File: src/rtl/instr_fetch_if.sv
// -----------------------------------------------------------------------------
// instr_fetch_if
// Bundles the host load stream, the PC/decode control and the fetch results
// of the instruction fetch stage.
//
// Signals (direction as seen by the fetch stage, i.e. the slave modport):
//   load_valid_i  in   load_data_i holds a program word this cycle
//   load_data_i   in   IW-bit program word
//   load_last_i   in   final word of the program (qualifies load_valid_i)
//   start_i       in   begin/resume execution
//   pc_i          in   W-bit fetch address
//   stall_i       in   decode not ready, hold current instruction
//   flush_i       in   squash current instruction
//   instr_o       out  fetched instruction register
//   instr_valid_o out  instr_o is a live instruction
//   loading_c     out  stage is in LOAD (combinational decode of state)
//   done_o        out  HALT retired, sticky until start or reset
//   load_err_o    out  sticky, load attempted past end of memory
//   load_count_o  out  W+1-bit count of words accepted since reset
// -----------------------------------------------------------------------------
interface instr_fetch_if #(
    parameter int unsigned W  = 8,
    parameter int unsigned IW = 9
) ();

    logic          load_valid_i;
    logic [IW-1:0] load_data_i;
    logic          load_last_i;
    logic          start_i;
    logic [W-1:0]  pc_i;
    logic          stall_i;
    logic          flush_i;
    logic [IW-1:0] instr_o;
    logic          instr_valid_o;
    logic          loading_c;
    logic          done_o;
    logic          load_err_o;
    logic [W:0]    load_count_o;

    // Fetch stage side
    modport slave (
        input  load_valid_i, load_data_i, load_last_i,
        input  start_i, pc_i, stall_i, flush_i,
        output instr_o, instr_valid_o, loading_c,
        output done_o, load_err_o, load_count_o
    );

    // Host / pipeline side
    modport master (
        output load_valid_i, load_data_i, load_last_i,
        output start_i, pc_i, stall_i, flush_i,
        input  instr_o, instr_valid_o, loading_c,
        input  done_o, load_err_o, load_count_o
    );

endinterface

File: src/rtl/instr_fetch.sv
// -----------------------------------------------------------------------------
// instr_fetch
// Instruction fetch stage of the 8-bit CPU. Owns a 2**W x IW instruction
// memory. In LOAD it writes a byte-serial program image from the host; in RUN
// it performs a registered synchronous read at the PC and hands the word to
// decode with valid/stall/flush control. Detects HALT_OP and reports Done.
//
// Ports:
//   clk  in  rising-edge clock
//   rst  in  asynchronous active-high reset, returns the stage to LOAD
//   bus  instr_fetch_if.slave (load stream, PC, stall/flush, fetch results)
// -----------------------------------------------------------------------------
module instr_fetch #(
    parameter int unsigned   W       = 8,
    parameter int unsigned   IW      = 9,
    parameter logic [IW-1:0] HALT_OP = {IW{1'b1}}
) (
    input logic          clk,
    input logic          rst,
    instr_fetch_if.slave bus
);

    localparam int unsigned DEPTH = 2 ** W;
    localparam int unsigned CNT_W = W + 1;

    typedef enum logic [1:0] {
        LOAD   = 2'd0,
        IDLE   = 2'd1,
        RUN    = 2'd2,
        HALTED = 2'd3
    } state_e;

    state_e           state_q;
    logic [IW-1:0]    instr_q;
    logic             instr_valid_q;
    logic             done_q;
    logic             load_err_q;
    logic [CNT_W-1:0] load_count_q;

    // Not reset: the program image survives a reset
    logic [IW-1:0] mem [DEPTH];

    logic load_full_c;
    logic mem_we_c;

    // Count saturates at DEPTH, which is also the "memory full" condition
    assign load_full_c = (load_count_q == CNT_W'(DEPTH));

    // Writes only in LOAD and never while reset is asserted
    assign mem_we_c = (state_q == LOAD) && bus.load_valid_i && !load_full_c && !rst;

    // Program memory write port
    always_ff @(posedge clk) begin
        if (mem_we_c) begin
            mem[load_count_q[W-1:0]] <= bus.load_data_i;
        end
    end

    // Control FSM and registered fetch outputs
    always_ff @(posedge clk or posedge rst) begin
        if (rst) begin
            state_q       <= LOAD;
            instr_q       <= '0;
            instr_valid_q <= 1'b0;
            done_q        <= 1'b0;
            load_err_q    <= 1'b0;
            load_count_q  <= '0;
        end else begin
            unique case (state_q)
                LOAD: begin
                    // A load word takes priority over a simultaneous start
                    if (bus.load_valid_i) begin
                        if (load_full_c) begin
                            load_err_q <= 1'b1;
                        end else begin
                            load_count_q <= load_count_q + CNT_W'(1);
                        end
                        if (bus.load_last_i) begin
                            state_q <= IDLE;
                        end
                    end else if (bus.start_i) begin
                        state_q <= RUN;
                    end
                end

                IDLE: begin
                    if (bus.start_i) begin
                        state_q <= RUN;
                    end
                end

                RUN: begin
                    if (bus.flush_i) begin
                        instr_q       <= '0;
                        instr_valid_q <= 1'b0;
                    end else if (bus.stall_i) begin
                        // Hold instr/valid; HALT detection waits for the stall to drop
                        instr_q       <= instr_q;
                        instr_valid_q <= instr_valid_q;
                    end else if (instr_valid_q && (instr_q == HALT_OP)) begin
                        // HALT retires: keep the HALT word visible, drop valid
                        state_q       <= HALTED;
                        instr_valid_q <= 1'b0;
                        done_q        <= 1'b1;
                    end else begin
                        instr_q       <= mem[bus.pc_i];
                        instr_valid_q <= 1'b1;
                    end
                end

                HALTED: begin
                    if (bus.start_i) begin
                        state_q <= RUN;
                        done_q  <= 1'b0;
                    end
                end

                default: begin
                    state_q <= LOAD;
                end
            endcase
        end
    end

    assign bus.instr_o       = instr_q;
    assign bus.instr_valid_o = instr_valid_q;
    assign bus.loading_c     = (state_q == LOAD);
    assign bus.done_o        = done_q;
    assign bus.load_err_o    = load_err_q;
    assign bus.load_count_o  = load_count_q;

endmodule

File: src/flat_wrapper.sv
// flat-port wrapper written by rule: the top's interface ports become plain ports
module instr_fetch_flat 
#(
    parameter int unsigned   W       = 8,
    parameter int unsigned   IW      = 9,
    parameter logic [IW-1:0] HALT_OP = {IW{1'b1}}
)
  (clk, rst, bus_load_valid_i, bus_load_data_i, bus_load_last_i, bus_start_i, bus_pc_i, bus_stall_i, bus_flush_i, bus_instr_o, bus_instr_valid_o, bus_loading_c, bus_done_o, bus_load_err_o, bus_load_count_o);
  instr_fetch_if #(.W(W), .IW(IW)) bus_i ();
  input logic clk;
  input logic rst;
  input wire logic [$bits(bus_i.load_valid_i)-1:0] bus_load_valid_i;
  input wire logic [$bits(bus_i.load_data_i)-1:0] bus_load_data_i;
  input wire logic [$bits(bus_i.load_last_i)-1:0] bus_load_last_i;
  input wire logic [$bits(bus_i.start_i)-1:0] bus_start_i;
  input wire logic [$bits(bus_i.pc_i)-1:0] bus_pc_i;
  input wire logic [$bits(bus_i.stall_i)-1:0] bus_stall_i;
  input wire logic [$bits(bus_i.flush_i)-1:0] bus_flush_i;
  output wire logic [$bits(bus_i.instr_o)-1:0] bus_instr_o;
  output wire logic [$bits(bus_i.instr_valid_o)-1:0] bus_instr_valid_o;
  output wire logic [$bits(bus_i.loading_c)-1:0] bus_loading_c;
  output wire logic [$bits(bus_i.done_o)-1:0] bus_done_o;
  output wire logic [$bits(bus_i.load_err_o)-1:0] bus_load_err_o;
  output wire logic [$bits(bus_i.load_count_o)-1:0] bus_load_count_o;
  assign bus_i.load_valid_i = bus_load_valid_i;
  assign bus_i.load_data_i = bus_load_data_i;
  assign bus_i.load_last_i = bus_load_last_i;
  assign bus_i.start_i = bus_start_i;
  assign bus_i.pc_i = bus_pc_i;
  assign bus_i.stall_i = bus_stall_i;
  assign bus_i.flush_i = bus_flush_i;
  assign bus_instr_o = bus_i.instr_o;
  assign bus_instr_valid_o = bus_i.instr_valid_o;
  assign bus_loading_c = bus_i.loading_c;
  assign bus_done_o = bus_i.done_o;
  assign bus_load_err_o = bus_i.load_err_o;
  assign bus_load_count_o = bus_i.load_count_o;
  instr_fetch #(.W(W), .IW(IW), .HALT_OP(HALT_OP)) u_core (.clk(clk), .rst(rst), .bus(bus_i));
endmodule
File: config.mk
export PLATFORM = sky130hd
export DESIGN_NAME = instr_fetch_flat
export DESIGN_NICKNAME = d
export VERILOG_FILES = /design/src/rtl/instr_fetch_if.sv /design/src/rtl/instr_fetch.sv /design/src/flat_wrapper.sv
export SDC_FILE = /design/constraint.sdc
export NUM_CORES = 2
export LEC_CHECK = 0
export CORE_ASPECT_RATIO = 0.9
export CORE_UTILIZATION = 32
export DETAILED_ROUTE_END_ITERATION = 16
export SETUP_SLACK_MARGIN = 0.2
export SLEW_MARGIN = 20
export SYNTH_ARGS = -nofsm -noshare
export SYNTH_HDL_FRONTEND = slang
export SYNTH_SLANG_ARGS = --single-unit
File: constraint.sdc
create_clock -name clk -period 8.05 [get_ports clk]
set_clock_uncertainty 0.2 [all_clocks]
set_input_delay 1.2075 -clock clk [delete_from_list [all_inputs] [get_ports clk]]
set_output_delay 1.2075 -clock clk [all_outputs]
set_load 0.1 [all_outputs]
==> flow_summary.toml <==
[pwr]
ir_drop_mv = 0.202
p_per_area_mw_per_mm2 = 249
p_leak_uw = 0.0317

[yosys]
synth-edff-count = 2304
avgSynthCellArea_um2 = 20.3
synthCells = 4489
synthDistinctLibCells = 76
synth_async_sr_flop_share = 0.00988
ys_seq_area_frac = 0.764
synth_seq_cells = 2327
synth_commonest_cells = "edfxtp_1, mux4_2, mux2i_1"
ys.flop_type = "edfxtp_1"
synth_area_leaders = "edfxtp_1, mux4_2, mux2i_1"
synth_top_cell_area_share = 0.758
synth_most_common_cell = "edfxtp_1"
syn_nets = 4517
netlist_area_mm2 = 0.0913
synth_top_area_cell = "edfxtp_1"
ys_warn_count = 0

[layout]
final_nets = 4615
n_fill_cell = 25709
drive_above_1_share = 0.184
final_util = 0.363
area_growth_syn_to_layout_pct = 12.5
final_area_mm2 = 0.103

[detailed_routing]
drc_errors = 0
drt-total-wl_um = 240000
routedWlPerCell_um = 28.2
first_pass_iters = 6
vias_per_cell = 5.37
vias = 45793
drtAntennaViolNets = 0
initialDrtViolationCount = 5925

[floorplanning]
rows = 185
core_mm2 = 0.283
start_util = 0.323
die_h_um = 509
die_w_um = 565
io_pins = 46
die_area_mm2 = 0.288

[clock_network]
cts_max_level = 4
cts_tree = "done"
root_buffer = "clkbuf_16"
postCtsSetupBuffers = 0
hold_buffers = 0
cts.sinks = 2327
clk_pin_slew_worst_paths_ns = 0.07
clkLatencyLatePin_ns = 0.86
cts.repair.resized = 0
clockBufferDepth = 3
numCtsBuffers = 221

[setup_path]
critPathCaptureType = "register"
worst_ep_required_time_ns = 8.63
cp.arrival_ns = 6.00
critPathKind = "in2reg"
cp-start-kind = "input pin"
path_max_fanout = 12

[grt]
grt_max_degree = 157
grt_overflow = 0
grt_use_total = 0.165
antenna_found_initial = 10
grt_pass1_vias = 45187
grt_pass1_wl_um = 340000

[place]
gp_congestion = 0.850
port_buffers = 45
dp_hpwl_um = 144000
dpl_cell_area_mm2 = 0.0955

[sta]
fin_setup_tns_ns = 0
finalHoldViolations = 0
finalSetupViolations = 0
slew_headroom = 0.205
maxSlewViolCount = 0
rsz0062_at_grt = "no"
period_needed_ns = 5.42
tightest_slew_ns = 1.19
post-route-period-util = 0.674
worst_hold_slack_ns = 0.295
clock.fmax_ghz = 0.184

[min_path]
hold_path_class = "reg2reg"

[flow_run]
maxCapViolCount = 0

[outcome]
status = "finished, final reports clean"
sequential cells by signal, summed over array words and instances (netlist names), named ones only:
register,cells
u_core.bus.done_o,1
u_core.bus.instr_o,9
u_core.bus.instr_valid_o,1
u_core.bus.load_count_o,9
u_core.bus.load_err_o,1
u_core.mem,2304
u_core.state_q,1
power breakdown:
group / internal (uW) / switching (uW)
clock network: 5820 / 4560
logic: 464 / 1380
registers: 13300 / 36.8
critical path, stage by stage:
cell and delay, ns:
clkdlybuf4s50_1 1.24, inv_1 0.56, nand4_1 0.69, a2111oi_0 0.19
nor4_1 0.72, o211ai_1 0.46, or4_1 0.71, o21ai_1 0.19
layer usage:
metal  track usage  vias up  wire length [um]
li1              -    18952                 -
met1         0.233    24326            101000
met4        0.0481        2              7050
met5             0        -                13
met3        0.0333      372             20900
met2         0.256     2141            112000
cell type report:
| type | count | area [um2] | area share |
|---|---|---|---|
| antenna | 1 | 2.50 | 0.0000244 |
| clock buffer | 270 | 5770 | 0.0561 |
| clock inverter | 148 | 1460 | 0.0142 |
| inverter | 10 | 41.3 | 0.000402 |
| multi-input combinational | 1887 | 19600 | 0.191 |
| sequential | 2327 | 69800 | 0.679 |
| tap | 3740 | 4680 | 0.0456 |
| timing repair buffer | 140 | 1410 | 0.0137 |
cell usage in the layout (no fill, tap or decap), types with 47 or more instances in the layout:
cell and n:
o221ai_1 155, edfxtp_1 2304, mux2i_1 374, clkinv_1 53
clkbuf_16 223, mux4_2 417, a21oi_1 93, nor3_1 47
nor2_1 298, nand2_1 105, clkinv_2 50, o22ai_1 86
buf_4 83
worst paths after layout:
check	startpoint	to	slack [ns]	cells past startpoint
min reg2reg	u_core.bus.load_err_o$_DFFE_PP0P_	u_core.bus.load_err_o$_DFFE_PP0P_	0.30	1
max	bus_pc_i[6]	u_core.bus.instr_o[8]$_DFFE_PP0P_	2.63	8
min	u_core.bus.load_err_o$_DFFE_PP0P_	u_core.bus.load_err_o$_DFFE_PP0P_	0.30	1
max reg2reg	u_core.bus.load_count_o[0]$_DFFE_PP0P_	u_core.mem[58][0]$_DFFE_PP_	3.24	8
max in group asynchronous	rst	u_core.bus.instr_o[0]$_DFFE_PP0P_	6.79	3
min in group asynchronous	rst	u_core.state_q[0]$_DFFE_PP0P_	0.53	3
through the flow:
step	power [uW]	worst slack, ns	std cells
after floorplan	14600	3.48	4489
after global placement	15400	1.92	8102
after detailed placement	15500	1.94	8104
after CTS	25700	2.86	8522
after global routing	26200	2.73	8523
final	25600	2.63	8523
cell families after synthesis:
group                    after synthesis  share of synthesized area
AO/OA/AOI/OAI                        492                     0.0382
multiplexers                         803                      0.147
flip-flops                          2327                      0.764
buffers and inverters                275                     0.0219
adder cells (fa/ha/maj)                4                   0.000548
AND/OR/NAND/NOR                      580                     0.0279
XOR/XNOR                               8                   0.000767
(Power assumes the default switching activity.)
